File: config.mk
export PLATFORM = sky130hd
export DESIGN_NAME = r_pipeline_fwd_core
export DESIGN_NICKNAME = d
export VERILOG_FILES = /design/src/rtl/r_pipe_pkg.sv /design/src/rtl/r_fwd_unit.sv /design/src/rtl/r_pipeline_fwd_core.sv
export SDC_FILE = /design/constraint.sdc
export NUM_CORES = 2
export LEC_CHECK = 0
export BUFFER_PORTS_ARGS = -buffer_cell sky130_fd_sc_hd__buf_2
export CORE_UTILIZATION = 49
export DETAILED_ROUTE_END_ITERATION = 6
export GPL_TIMING_DRIVEN = 0
export PLACE_DENSITY = 0.65
export SYNTH_ARGS = -nofsm -noshare
export SYNTH_HDL_FRONTEND = slang
export SYNTH_SLANG_ARGS = --single-unit
File: constraint.sdc
create_clock -name clk -period 3.51 [get_ports clk]
set_input_delay 0.351 -clock clk [delete_from_list [all_inputs] [get_ports clk]]
set_output_delay 0.351 -clock clk [all_outputs]
set_load 0.05 [all_outputs]
File: src/rtl/r_pipe_pkg.sv
// r_pipe_pkg: shared definitions for the five-stage R-type pipeline.
//   - opcode/funct encodings of the supported R-type instructions
//   - ALU operation and forwarding-source enums
//   - pipeline register structs (control fields only; the DATA_W-wide data
//     fields live next to them in the core because a package cannot be
//     parameterised by DATA_W)
//   - decode helper mapping opcode/funct to an ALU op plus a "supported" flag
package r_pipe_pkg;

    localparam logic [5:0] OP_RTYPE = 6'h00;

    localparam logic [5:0] FN_ADD = 6'h20;
    localparam logic [5:0] FN_SUB = 6'h22;
    localparam logic [5:0] FN_AND = 6'h24;
    localparam logic [5:0] FN_OR  = 6'h25;
    localparam logic [5:0] FN_SLT = 6'h2A;
    localparam logic [5:0] FN_SLL = 6'h00;
    localparam logic [5:0] FN_SRL = 6'h02;

    typedef enum logic [2:0] {
        AluAdd,
        AluSub,
        AluAnd,
        AluOr,
        AluSlt,
        AluSll,
        AluSrl
    } alu_op_e;

    typedef enum logic [1:0] {
        FwdNone,
        FwdExMem,
        FwdMemWb
    } fwd_sel_e;

    typedef struct packed {
        logic        valid;
        logic [31:0] instr;
    } if_id_t;

    typedef struct packed {
        logic        valid;
        alu_op_e     op;
        logic [4:0]  rs;
        logic [4:0]  rt;
        logic [4:0]  rd;
        logic [4:0]  shamt;
    } id_ex_t;

    typedef struct packed {
        logic       valid;
        logic [4:0] rd;
    } ex_mem_t;

    typedef struct packed {
        logic       valid;
        logic [4:0] rd;
    } mem_wb_t;

    typedef struct packed {
        logic    ok;
        alu_op_e op;
    } dec_t;

    function automatic dec_t decode_instr(input logic [5:0] opcode, input logic [5:0] funct);
        dec_t d;
        d.ok = 1'b1;
        d.op = AluAdd;
        if (opcode != OP_RTYPE) begin
            d.ok = 1'b0;
        end else begin
            case (funct)
                FN_ADD:  d.op = AluAdd;
                FN_SUB:  d.op = AluSub;
                FN_AND:  d.op = AluAnd;
                FN_OR:   d.op = AluOr;
                FN_SLT:  d.op = AluSlt;
                FN_SLL:  d.op = AluSll;
                FN_SRL:  d.op = AluSrl;
                default: d.ok = 1'b0;
            endcase
        end
        return d;
    endfunction

endpackage

File: src/rtl/r_fwd_unit.sv
// r_fwd_unit: combinational forwarding-source select for the two EX operands.
// A source is forwarded from a later stage when that stage is valid, writes a
// non-zero register and that register matches the source index. EX/MEM holds
// the younger result, so it wins over MEM/WB.
// Ports:
//   rs, rt         in   source indices of the instruction in ID/EX
//   exmem_valid/rd in   EX/MEM valid bit and destination
//   memwb_valid/rd in   MEM/WB valid bit and destination
//   sel_a, sel_b   out  fwd_sel_e encoding for operand A (rs) and B (rt)
module r_fwd_unit
    import r_pipe_pkg::*;
(
    input  logic [4:0] rs,
    input  logic [4:0] rt,
    input  logic       exmem_valid,
    input  logic [4:0] exmem_rd,
    input  logic       memwb_valid,
    input  logic [4:0] memwb_rd,
    output logic [1:0] sel_a,
    output logic [1:0] sel_b
);

    function automatic fwd_sel_e pick(input logic [4:0] src,
                                      input logic       ex_v,
                                      input logic [4:0] ex_rd,
                                      input logic       wb_v,
                                      input logic [4:0] wb_rd);
        if (ex_v && (ex_rd != 5'd0) && (ex_rd == src)) begin
            return FwdExMem;
        end
        if (wb_v && (wb_rd != 5'd0) && (wb_rd == src)) begin
            return FwdMemWb;
        end
        return FwdNone;
    endfunction

    always_comb begin
        sel_a = pick(rs, exmem_valid, exmem_rd, memwb_valid, memwb_rd);
        sel_b = pick(rt, exmem_valid, exmem_rd, memwb_valid, memwb_rd);
    end

endmodule

File: src/rtl/r_pipeline_fwd_core.sv
// r_pipeline_fwd_core: parametrised five-stage (IF/ID/EX/MEM/WB) R-type core
// with per-stage valid bits, a fetch handshake, a write-first register-file
// bypass and optional EX-stage operand forwarding.
// Build option: define R_PIPE_FWD_EN to compile in forwarding from EX/MEM and
// MEM/WB; without it EX uses only the operands captured in ID/EX.
// Ports:
//   clk, rst    rising-edge clock, synchronous active-high reset
//   imem_addr   current PC to the instruction memory
//   imem_instr  instruction at imem_addr (combinational)
//   imem_valid  imem_instr valid; when low a bubble is fetched and PC holds
//   wb_valid    a register write happens at the next edge (never for $0)
//   wb_rd       destination of that write
//   wb_data     write data
//   retired     count of completed register writes (wraps at 2^32)
module r_pipeline_fwd_core
    import r_pipe_pkg::*;
#(
    parameter int unsigned DATA_W      = 32,
    parameter int unsigned ADDR_W      = 32,
    parameter int unsigned NREG        = 32,
    parameter int unsigned RF_INIT_IDX = 1
) (
    input  logic              clk,
    input  logic              rst,
    output logic [ADDR_W-1:0] imem_addr,
    input  logic [31:0]       imem_instr,
    input  logic              imem_valid,
    output logic              wb_valid,
    output logic [4:0]        wb_rd,
    output logic [DATA_W-1:0] wb_data,
    output logic [31:0]       retired
);

    localparam int unsigned RIDX_W    = (NREG > 1) ? $clog2(NREG) : 1;
    // Index bits above log2(NREG) are ignored by masking them at decode.
    localparam logic [4:0]  RIDX_MASK = 5'(NREG - 1);

    logic [ADDR_W-1:0] pc_q;
    logic [31:0]       retired_q;
    logic [DATA_W-1:0] rf_q [NREG];

    if_id_t  ifid_q;
    id_ex_t  idex_q;
    ex_mem_t exmem_q;
    mem_wb_t memwb_q;

    logic [DATA_W-1:0] idex_a_q, idex_b_q, exmem_res_q, memwb_res_q;

    // ---------------------------------------------------------------- ID
    dec_t              dec;
    logic [4:0]        id_rs, id_rt, id_rd;
    logic [DATA_W-1:0] id_a, id_b;

    always_comb begin
        id_rs = ifid_q.instr[25:21] & RIDX_MASK;
        id_rt = ifid_q.instr[20:16] & RIDX_MASK;
        id_rd = ifid_q.instr[15:11] & RIDX_MASK;
        dec   = decode_instr(ifid_q.instr[31:26], ifid_q.instr[5:0]);
    end

    // Register read with write-first bypass from the WB stage.
    always_comb begin
        id_a = rf_q[id_rs[RIDX_W-1:0]];
        if (id_rs == 5'd0) begin
            id_a = '0;
        end else if (wb_valid && (wb_rd == id_rs)) begin
            id_a = wb_data;
        end
        id_b = rf_q[id_rt[RIDX_W-1:0]];
        if (id_rt == 5'd0) begin
            id_b = '0;
        end else if (wb_valid && (wb_rd == id_rt)) begin
            id_b = wb_data;
        end
    end

    // ---------------------------------------------------------------- EX
    logic [DATA_W-1:0] op_a, op_b, ex_res;

`ifdef R_PIPE_FWD_EN
    logic [1:0] sel_a, sel_b;

    r_fwd_unit u_fwd (
        .rs          (idex_q.rs),
        .rt          (idex_q.rt),
        .exmem_valid (exmem_q.valid),
        .exmem_rd    (exmem_q.rd),
        .memwb_valid (memwb_q.valid),
        .memwb_rd    (memwb_q.rd),
        .sel_a       (sel_a),
        .sel_b       (sel_b)
    );

    always_comb begin
        case (fwd_sel_e'(sel_a))
            FwdExMem: op_a = exmem_res_q;
            FwdMemWb: op_a = memwb_res_q;
            default:  op_a = idex_a_q;
        endcase
        case (fwd_sel_e'(sel_b))
            FwdExMem: op_b = exmem_res_q;
            FwdMemWb: op_b = memwb_res_q;
            default:  op_b = idex_b_q;
        endcase
    end
`else
    assign op_a = idex_a_q;
    assign op_b = idex_b_q;
`endif

    // Logical shifts by >= DATA_W already produce zero, so shamt needs no clamp.
    always_comb begin
        ex_res = '0;
        case (idex_q.op)
            AluAdd:  ex_res = op_a + op_b;
            AluSub:  ex_res = op_a - op_b;
            AluAnd:  ex_res = op_a & op_b;
            AluOr:   ex_res = op_a | op_b;
            AluSlt:  ex_res = DATA_W'($signed(op_a) < $signed(op_b));
            AluSll:  ex_res = op_b << idex_q.shamt;
            AluSrl:  ex_res = op_b >> idex_q.shamt;
            default: ex_res = '0;
        endcase
    end

    // ---------------------------------------------------------------- WB
    assign wb_valid  = memwb_q.valid && (memwb_q.rd != 5'd0);
    assign wb_rd     = memwb_q.rd;
    assign wb_data   = memwb_res_q;
    assign retired   = retired_q;
    assign imem_addr = pc_q;

    // ---------------------------------------------------------------- state
    always_ff @(posedge clk) begin
        if (rst) begin
            pc_q        <= '0;
            ifid_q      <= '0;
            idex_q      <= '0;
            exmem_q     <= '0;
            memwb_q     <= '0;
            idex_a_q    <= '0;
            idex_b_q    <= '0;
            exmem_res_q <= '0;
            memwb_res_q <= '0;
            retired_q   <= '0;
        end else begin
            if (imem_valid) begin
                pc_q         <= pc_q + ADDR_W'(4);
                ifid_q.valid <= 1'b1;
                ifid_q.instr <= imem_instr;
            end else begin
                ifid_q       <= '0;
            end

            // Unsupported encodings enter ID/EX as bubbles.
            idex_q.valid <= ifid_q.valid && dec.ok;
            idex_q.op    <= dec.op;
            idex_q.rs    <= id_rs;
            idex_q.rt    <= id_rt;
            idex_q.rd    <= id_rd;
            idex_q.shamt <= ifid_q.instr[10:6];
            idex_a_q     <= id_a;
            idex_b_q     <= id_b;

            exmem_q.valid <= idex_q.valid;
            exmem_q.rd    <= idex_q.rd;
            exmem_res_q   <= ex_res;

            memwb_q     <= exmem_q;
            memwb_res_q <= exmem_res_q;

            if (wb_valid) begin
                retired_q <= retired_q + 32'd1;
            end
        end
    end

    always_ff @(posedge clk) begin
        if (rst) begin
            for (int unsigned i = 0; i < NREG; i++) begin
                rf_q[i[RIDX_W-1:0]] <= (RF_INIT_IDX == 1) ? DATA_W'(i) : '0;
            end
        end else if (wb_valid) begin
            rf_q[memwb_q.rd[RIDX_W-1:0]] <= memwb_res_q;
        end
    end

endmodule

==> impl_metrics.yaml <==
power_and_ir_drop:
  ir_drop_mv: 0.4591
  p_switching_uw: 11960
  seq_power_share_pct: 44.2
  p_int_uw: 27490
  power_per_cell_area_nw_per_um2: 476.4
  combPwrFrac_pct: 17.4
  pwr-share-clk_pct: 38.4
  leakage_uw: 0.02911
  swShare_pct: 30.32
min_path:
  min_path_cells: 3
  hold_class: "in -> reg"
  hold_start: "imem_instr[28]"
  hold_path_end: "ifid_q[28]$_SDFF_PP0_"
floorplan:
  rows: 139
  die_h_um: 383.9
  initial_core_util_pct: 49.56
  die_w_um: 383.9
  coreArea_um2: 144200
  die_area_um2: 147400
  ioPinCount: 137
worst_setup_path:
  path_class: "reg -> reg"
  r2r_slack_ns: -0.43
  critical_path.max_fanout: 10
  crit_path_start_kind: "flip-flop"
  critPathCaptureType: "flip-flop"
  crit_path_cell_trace: "clkbuf_1 -> clkbuf_1 -> o21ai_0 -> o211ai_1 -> a21oi_1"
  cpMostUsedCell: "clkbuf_1"
  critPathSlowestCell: "clkbuf_1"
  worstPathRequired_ns: 4.14
  slowest_delay_ns: 1.14
  reg2reg_depth: 5
  cp_data_arrival_time_ns: 4.57
  r2r-start: "id_rs[2]$_SDFF_PP0_"
  rr_endpoint: "idex_a_q[21]$_SDFF_PP0_"
global_routing:
  overflow: 0
  grt_pass1_vias: 55950
  track_usage_pct: 46.32
  antenna_found_initial: 20
  grt_pass1_wl_um: 461400
  grt_max_degree: 33
logic_synthesis:
  synth_seq_area_share_pct: 50.01
  syn-cell-area_um2: 71460
  synth_area_leaders: "edfxtp_1 (43%), mux4_2 (9.2%), and2_1 (8.3%), dfxtp_1 (7.0%), mux2i_1 (6.6%)"
  ys.flop_type: "edfxtp_1"
  syn_inst: 6093
  synthArstFlopShare_pct: 0
  synth.distinct_cells: 86
  synth.avg_cell_area_um2: 11.73
  synth-edff-count: 1024
  synth_seq_cells: 1273
  yosysWarnings: 0
  netlist.area_leader.share_pct: 43.03
  yosysTopAreaCell: "edfxtp_1"
detailed_routing:
  routed_via_density: 6.994
  drt_wl_total_um: 347700
  wire_per_inst_um: 40.50
  drc_errors: 27
  antenna_left: 0
  num_vias: 60050
  drtIter0Drc: 10340
  drt-pass1-iter-count: 7
clock_tree:
  numCtsBuffers: 142
  path_clk_slew_ns: 0.07
  cts_tree: "done"
  clk_latency_ns: 0.82
  cts_buffer_depth: 3
  root_buffer: "clkbuf_16"
  cts.sinks: 1273
  htreeDepth: 4
timing:
  finalHoldViolations: 0
  setup_viol: 388
  finalMaxSlewViolations: 76
  fmax_mhz: 253.7
  fin_crit_sh_pct: 112.3
  skew_ns: 0.04487
  slew_headroom_pct: -12.11
  rsz0062_at_grt: "yes"
  min_period_ns: 3.941
  worst_slack_ns: -0.4313
  finalSetupTns_ns: -20.53
  worst_pin_slew_ns: 1.682
cells_and_area:
  final_cell_mix: "edfxtp_1 (1,024), and2_1 (949), mux2i_1 (457)"
  final_nets: 6704
  syn_to_final_growth_pct: 15.88
  fin_cells: 8586
  drive_above_1_share_pct: 20.85
  final_common_cell: "edfxtp_1"
placement:
  numPortBuffers: 134
  place_inst: 8165
  gp_congestion: 1.110
  dp_hpwl_um: 252700
run_status:
  violations: "DRC, capacitance limit, slew limit, setup timing"
  status: "complete, but fails checks"
job:
  maxCapViolCount: 6
-- kinds of logic after synthesis --
| logic type | synth area share [%] |
|---|---|
| buf+inv | 3.808 |
| xor+xnor | 1.005 |
| mux | 17.89 |
| simple gates | 14.32 |
| compound gates | 11.01 |
| other cells | 0.005248 |
| flops | 50.01 |
| fa+ha+maj | 1.947 |
-- power groups by stage --
| stage | Sequential (uW) | Clock, uW | Combinational (uW) |
|---|---|---|---|
| after CTS | 17400 | 15000 | 6150 |
| after global placement | 17700 | 0 | 5700 |
| final | 17400 | 15200 | 6870 |
| after floorplan | 17500 | 0 | 3110 |
| after global routing | 17500 | 15600 | 6870 |
| after detailed placement | 17700 | 0 | 5710 |
-- registers in the layout, summed over array words and instances, names as in the netlist, 5 cells and up --
name / cells
retired: 32
imem_addr: 30
wb_data: 32
id_rt: 5
idex_q: 14
idex_a_q: 32
id_rs: 5
rf_q: 1024
ifid_q: 18
exmem_q: 6
id_rd: 5
idex_b_q: 32
wb_rd: 5
exmem_res_q: 32
-- critical path: cells and delay by family (launching register included) --
| kind | cells | cell delay, ns |
|---|---|---|
| compound gates | 3 | 1.31 |
| flops | 1 | 0.47 |
| buf+inv | 2 | 1.98 |
-- repair_timing --
item / in CTS / in global routing
resized for setup: 376 / 184
cloned: 29 / 2
pin swaps: 15 / 12
endpoints found under the hold margin: 35 / 0
endpoints found under the setup margin: 2047 / 1104
hold buffers: 33 / 0
setup buffers: 67 / 26
-- cells in the mapped netlist, drive strengths merged (6+ instances only) --
| library cell | count |
|---|---|
| mux2 | 137 |
| nand4 | 22 |
| or4 | 6 |
| inv | 100 |
| or3 | 98 |
| dfxtp | 249 |
| a22oi | 139 |
| nand2b | 13 |
| a21o | 15 |
| mux2i | 468 |
| o31a | 6 |
| o211ai | 148 |
| o311ai | 6 |
| a221o | 6 |
| o221ai | 11 |
| nand3 | 41 |
| o31ai | 17 |
| a31oi | 20 |
| xnor2 | 39 |
| edfxtp | 1024 |
| a221oi | 149 |
| o21bai | 11 |
| and2 | 949 |
| o21a | 11 |
| nand2 | 174 |
| nand3b | 8 |
| ha | 108 |
| mux4 | 291 |
| clkbuf | 423 |
| nor2b | 71 |
| nor3 | 26 |
| a21oi | 320 |
| a211oi | 15 |
| or2 | 39 |
| nor4 | 9 |
| buf | 148 |
| and3 | 21 |
| o22ai | 10 |
| nor2 | 367 |
| o21ai | 280 |
| xor2 | 43 |
-- layout make-up --
class                   instances  area, um2
multi-input cells            4211      34490
fillers                     12100      61370
diodes                         10      25.02
clock inverters                58      666.9
clock buffers                 200       3980
flip-flops and latches       1273      35800
well taps                    1903       2381
inverters                     102      397.9
repair buffers                264       2380
plain buffers                 565       2685
-- worst max-delay path by stage --
stage,end,cells after the start,startpoint,slack [ns]
floorplan,exmem_res_q[24]$_SDFF_PP0_,12,idex_b_q[0]$_SDFF_PP0_,0.73
global placement,rf_q[22][20]$_SDFFCE_PN0P_,9,wb_rd[4]$_SDFF_PP0_,-2.01
detailed placement,rf_q[22][20]$_SDFFCE_PN0P_,9,wb_rd[4]$_SDFF_PP0_,-2.03
CTS,exmem_res_q[11]$_SDFF_PP0_,11,idex_q[1]$_SDFF_PP0_,-0.04
global route,idex_b_q[31]$_SDFF_PP0_,9,id_rt[1]$_SDFF_PP0_,-0.05
finish,idex_a_q[21]$_SDFF_PP0_,5,id_rs[2]$_SDFF_PP0_,-0.43
-- layer usage --
metal	share of wire, %	vias to the layer above	GRT usage, %
met5	0.17	-	1.300
met4	7.4	22	28.25
met3	16	1129	18.74
met2	39	5148	62.32
met1	38	30070	61.80
li1	-	23680	-
-- through the flow --
step | setup slack (ns) | area, um2 | total power (uW) | utilization (%) | hold slack [ns]
2_1_floorplan | 0.7302 | 71580 | 20640 | - | 0.4138
3_3_place_gp | -2.013 | 74630 | 23400 | 51.76 | 0.4174
3_5_place_dp | -2.034 | 74670 | 23440 | 51.79 | 0.4220
4_1_cts | -0.04301 | 81810 | 38600 | 56.74 | 0.2558
5_1_grt | -0.04804 | 82780 | 39920 | 57.42 | 0.2855
6_report | -0.4313 | 82800 | 39450 | 57.43 | 0.2785
No activity file was read; power rests on OpenSTA's default activity.
